===== config.mk =====
export PLATFORM = sky130hd
export DESIGN_NAME = instruction_fetch
export DESIGN_NICKNAME = d
export VERILOG_FILES = /design/src/rtl/instruction_fetch.sv
export SDC_FILE = /design/constraint.sdc
export NUM_CORES = 1
export LEC_CHECK = 0
export BUFFER_PORTS_ARGS = -buffer_cell sky130_fd_sc_hd__clkbuf_2
export CAP_MARGIN = 5
export CORE_MARGIN = 5
export CORE_UTILIZATION = 47
export CTS_CLUSTER_SIZE = 24
export DETAILED_ROUTE_END_ITERATION = 10
export HOLD_SLACK_MARGIN = 0.08
export PLACE_DENSITY = 0.76
export SLEW_MARGIN = 20
export SYNTH_ARGS = -nofsm -noshare
export SYNTH_HDL_FRONTEND = slang
export SYNTH_SLANG_ARGS = --single-unit

===== constraint.sdc =====
create_clock -name clk -period 1.93 [get_ports clk]
set_clock_uncertainty 0.1 [all_clocks]
set_input_delay 0.386 -clock clk [delete_from_list [all_inputs] [get_ports clk]]
set_output_delay 0.386 -clock clk [all_outputs]
set_load 0.1 [all_outputs]

===== src/rtl/instruction_fetch.sv =====
// Fetch unit for a byte-wide memory: reads two bytes per 16-bit instruction (big-endian)
// and hands each instruction to decode over a valid/ready handshake.
module instruction_fetch #(
    parameter logic [15:0] RESET_PC = 16'h0000,
    parameter int          ADDR_W   = 16
) (
    input  logic              clk,
    input  logic              rst,
    output logic [ADDR_W-1:0] mem_addr,
    input  logic [7:0]        mem_rdata,
    output logic              mem_cs,
    output logic              mem_we,
    input  logic              bus_busy,
    input  logic              redirect,
    input  logic [ADDR_W-1:0] redirect_addr,
    output logic [15:0]       instr,
    output logic [ADDR_W-1:0] instr_pc,
    output logic              instr_valid,
    input  logic              instr_ready
);

    typedef enum logic [1:0] {
        FETCH_HI = 2'd0,
        FETCH_LO = 2'd1,
        HOLD     = 2'd2
    } state_t;

    state_t            state_q, state_d;
    logic [ADDR_W-1:0] pc_q, pc_d;
    logic [7:0]        hi_byte_q, hi_byte_d;
    logic [15:0]       instr_q, instr_d;
    logic [ADDR_W-1:0] instr_pc_q, instr_pc_d;
    logic              instr_valid_q, instr_valid_d;

    logic              fetching;

    assign fetching = (state_q == FETCH_HI) || (state_q == FETCH_LO);

    always_ff @(posedge clk) begin
        if (rst) begin
            state_q       <= FETCH_HI;
            pc_q          <= ADDR_W'(RESET_PC);
            hi_byte_q     <= 8'h00;
            instr_q       <= 16'h0000;
            instr_pc_q    <= '0;
            instr_valid_q <= 1'b0;
        end else begin
            state_q       <= state_d;
            pc_q          <= pc_d;
            hi_byte_q     <= hi_byte_d;
            instr_q       <= instr_d;
            instr_pc_q    <= instr_pc_d;
            instr_valid_q <= instr_valid_d;
        end
    end

    // Bus is released while the load/store path owns it and whenever an instruction is held.
    always_comb begin
        mem_we   = 1'b0;
        mem_cs   = 1'b0;
        mem_addr = '0;
        if (!rst) begin
            mem_cs = fetching && !bus_busy;
            if (state_q == FETCH_HI) begin
                mem_addr = pc_q;
            end else if (state_q == FETCH_LO) begin
                mem_addr = pc_q + ADDR_W'(1);
            end
        end
    end

    always_comb begin
        state_d       = state_q;
        pc_d          = pc_q;
        hi_byte_d     = hi_byte_q;
        instr_d       = instr_q;
        instr_pc_d    = instr_pc_q;
        instr_valid_d = instr_valid_q;
        // Redirect wins over stalls and over a handshake in the same cycle.
        if (redirect) begin
            pc_d          = redirect_addr;
            state_d       = FETCH_HI;
            instr_valid_d = 1'b0;
        end else begin
            case (state_q)
                FETCH_HI: begin
                    if (!bus_busy) begin
                        hi_byte_d = mem_rdata;
                        state_d   = FETCH_LO;
                    end
                end
                FETCH_LO: begin
                    if (!bus_busy) begin
                        instr_d       = {hi_byte_q, mem_rdata};
                        instr_pc_d    = pc_q;
                        instr_valid_d = 1'b1;
                        pc_d          = pc_q + ADDR_W'(2);
                        state_d       = HOLD;
                    end
                end
                HOLD: begin
                    if (instr_ready) begin
                        instr_valid_d = 1'b0;
                        state_d       = FETCH_HI;
                    end
                end
                default: state_d = FETCH_HI;
            endcase
        end
    end

    assign instr       = instr_q;
    assign instr_pc    = instr_pc_q;
    assign instr_valid = instr_valid_q;

endmodule


==> impl_metrics.yaml <==
layout:
  finalNetCount: 519
  antenna_cells: 0
  layout_commonest_cell: "nand2_1"
  final_area_mm2: 0.00481
  area_delta_synth_final_pct: 68.9
  fillers: 348
  mostFrequentLayoutCells: "72 x nand2_1, 61 x clkbuf_2, 52 x buf_4, 47 x dfxtp_1, 44 x a21oi_1"
  layout-drive-gt1-share_pct: 48.7
clock_network:
  cts-hold-fix-buffers: 0
  clk_pin_slew_ns: 0.06
  cts_tree: "yes"
  cts-root-buf: "clkbuf_8"
  clkLatencyLatePin_ns: 0.33
  cts_buffer_depth: 2
  htreeDepth: 3
  clock_sinks: 59
  cts_made_buffers: 9
floorplanning:
  fp-row-count: 28
  dieArea_mm2: 0.00772
  io_pins: 80
  initial_core_util_pct: 48.1
  die_x_um: 87.9
  core_mm2: 0.00592
  die_y_um: 87.9
synthesis:
  synth_top_family_by_area: "simple AND/OR/NAND/NOR gates"
  netlist_instances: 359
  postSynthAreaPerCell_um2: 7.94
  yosys_register_bits: 59
  synth_nets: 390
  ys_warn_count: 0
  synth.mux.area_fraction_pct: 4.61
  yosysUniqueCellTypes: 43
  synthSimpleGateAreaFrac_pct: 25.4
  synth_compound_area_share_pct: 14.8
  synth-xor-area-share_pct: 5.84
  synth_adder_area_share_pct: 0.878
  synth_area_mm2: 0.00285
  ys_seq_area_share_pct: 41.5
run_status:
  violations: "setup timing"
  status: "finished with violations"
min_path:
  holdPathEnd: "instr[4]"
  min_path_cells: 3
  holdCritPathClass: "in -> reg"
  min_from: "mem_rdata[4]"
power:
  total_leakage_power_nw: 2.00
  p_switching_uw: 936
  switching_share_pct: 28.0
  total_power_mw: 3.35
  p_int_mw: 2.41
  clkPwrFrac_pct: 40.7
  power.density_mw_per_mm2: 696
  ir_drop_mv: 0.942
  power_frac_comb_pct: 20.8
  pwr-share-seq_pct: 38.6
routing:
  dr.first_iter.drc_count: 176
  routed.top_layer: "met4"
  dr_wl_met2_um: 5000
  drt-vias-per-instance: 5.61
  antenna_left: 0
  m1WireLength_um: 4080
  wl_per_cell_um: 18.1
  wl_um: 10300
  drc: 0
  vias: 3187
  wl_met3_um: 826
  firstDrtPassIters: 5
place:
  routabilityCongestion: 0.874
  io_buffers: 78
  hpwl_um: 5810
  place_area_mm2: 0.00407
sta:
  worstMarginPinSlew_ns: 0.649
  finalSetupViolCount: 22
  slew-limit-headroom_pct: 56.8
  fmax_mhz: 404
  period_needed_ns: 2.48
  finalSetupTns_ns: -5.78
  grt_setup_unrepaired: "true"
  drv_slew: 0
  hold_viol: 0
  post-route-period-util_pct: 128
  worst_slack_ns: -0.547
grt:
  antenna_found_initial: 0
  grt_overflow: 0
  grt_usage_pct: 25.2
  grt_pass1_wl_um: 14900
  grt_max_degree: 60
  grt_pass1_vias: 3078
setup_path:
  worstSetupStartpointType: "register"
  cp_slowest_cell: "dfxtp_4"
  critical_path.cell_chain: "ha_4, nand3_4, buf_4, buf_4, nor4_4, xnor2_2, nor2_4, buf_12"
  crit_path_end_kind: "output port"
  r2r_end: "pc_q[15]"
  criticalPathCategory: "reg -> out"
  reg2regPathDepth: 7
  reg2reg_from: "state_q[0]"
  r2r_slack_ns: -0.16
  crit_required_ns: 1.44
  crit_top_cell: "buf_4"
  cp_max_fo: 4
  critPathArrivalTime_ns: 1.99
  cpPeakStageDelay_ns: 0.38
run:
  drv_cap: 0
==> Yosys cell counts (all sizes together) <==
cell type	number	share of area [%]
inv	10	1.3
conb	1	0.13
or3	7	1.5
nand3b	1	0.26
mux2i	12	4.2
and4bb	1	0.44
nor2	28	3.8
nand3	2	0.53
nor3b	2	0.53
and2	1	0.22
nand4	7	1.5
a211oi	1	0.26
or3b	1	0.31
ha	2	0.88
a31o	1	0.31
xnor2	9	2.8
nor4	10	2.7
a2111oi	2	1.1
or2	3	0.66
buf	13	3.0
o21ai	9	1.6
mux2	1	0.40
o21a	7	1.8
o31a	1	0.31
and4b	1	0.35
nand4bb	1	0.40
nand2	75	9.9
xor2	10	3.1
nor2b	1	0.22
dfxtp	59	41
clkbuf	19	2.5
a21o	3	0.79
a21oi	49	8.6
nor3	7	1.6
nand2b	2	0.44
==> per-layer routing <==
layer  track usage (%)  vias to the layer above
li1                  -                     1460
met1              30.1                     1533
met2              41.5                      154
met3              6.40                       40
met4              13.5                        0
met5                 0                        -
==> worst max-delay path: cells and delay by family, from the launching register on <==
family / cells / cell delay, ns
fa+ha+maj: 1 / 0.16
buf+inv: 3 / 0.46
xor+xnor: 1 / 0.15
simple gates: 3 / 0.52
flops: 1 / 0.38
==> registers in the layout, indices dropped and copies added, names as in the netlist <==
name	cells
hi_byte_q	8
instr	16
instr_pc	16
instr_valid	1
pc_q	16
state_q	2
==> how the worst max path moves through the flow <==
| stage | start | end | depth (start not counted) |
|---|---|---|---|
| CTS | pc_q[2] | mem_addr[15] | 6 |
| finish | pc_q[2] | mem_addr[13] | 8 |
| floorplan | pc_q[2] | mem_addr[15] | 6 |
| detailed placement | pc_q[4] | mem_addr[14] | 5 |
| global placement | pc_q[2] | mem_addr[15] | 6 |
| global route | pc_q[2] | mem_addr[13] | 8 |
==> area by class of cell <==
type | instances | area [um^2] | area share [%]
clock buffer | 11 | 141 | 2.94
tap | 75 | 93.8 | 1.95
timing repair buffer | 150 | 1280 | 26.7
sequential | 59 | 1210 | 25.2
inverter | 10 | 37.5 | 0.780
clock inverter | 5 | 100 | 2.08
multi-input combinational | 258 | 1940 | 40.4
==> cells by family (layout without fill, tap and decap cells) <==
group                      after synthesis  after routing
and+or+nand+nor                        150            150
AOI/OAI and AO/OA                       73             73
DFF                                     59             59
buffers and inverters                   42            176
xor gates and xnor gates                19             19
muxes                                   13             13
adders and majority gates                2              2
other                                    1              1
==> stage by stage <==
| step | setup WS [ns] | instances | hold slack, ns | util, % |
|---|---|---|---|---|
| 2_1_floorplan | -0.428 | 359 | 0.331 | - |
| 3_3_place_gp | -0.0580 | 531 | 0.339 | 68.7 |
| 3_5_place_dp | -0.0922 | 531 | 0.347 | 68.7 |
| 4_1_cts | -0.440 | 559 | 0.172 | 78.0 |
| 5_1_grt | -0.620 | 568 | 0.196 | 81.3 |
| 6_report | -0.547 | 568 | 0.186 | 81.3 |
==> what timing repair did <==
item,4_1_cts,5_1_grt
buffers inserted,14,9
gates cloned,0,0
endpoints found under the setup margin,18,26
resized for setup,42,26
pin swaps,17,24
==> power by group through the flow <==
stage               logic [mW]  clock network (mW)  registers [mW]
detailed placement       0.600                   0            1.31
global route             0.725                1.45            1.29
CTS                      0.649                1.37            1.28
finish                   0.695                1.36            1.29
floorplan                0.363                   0            1.35
global placement         0.594                   0            1.31
No activity file was read; power rests on OpenSTA's default activity.
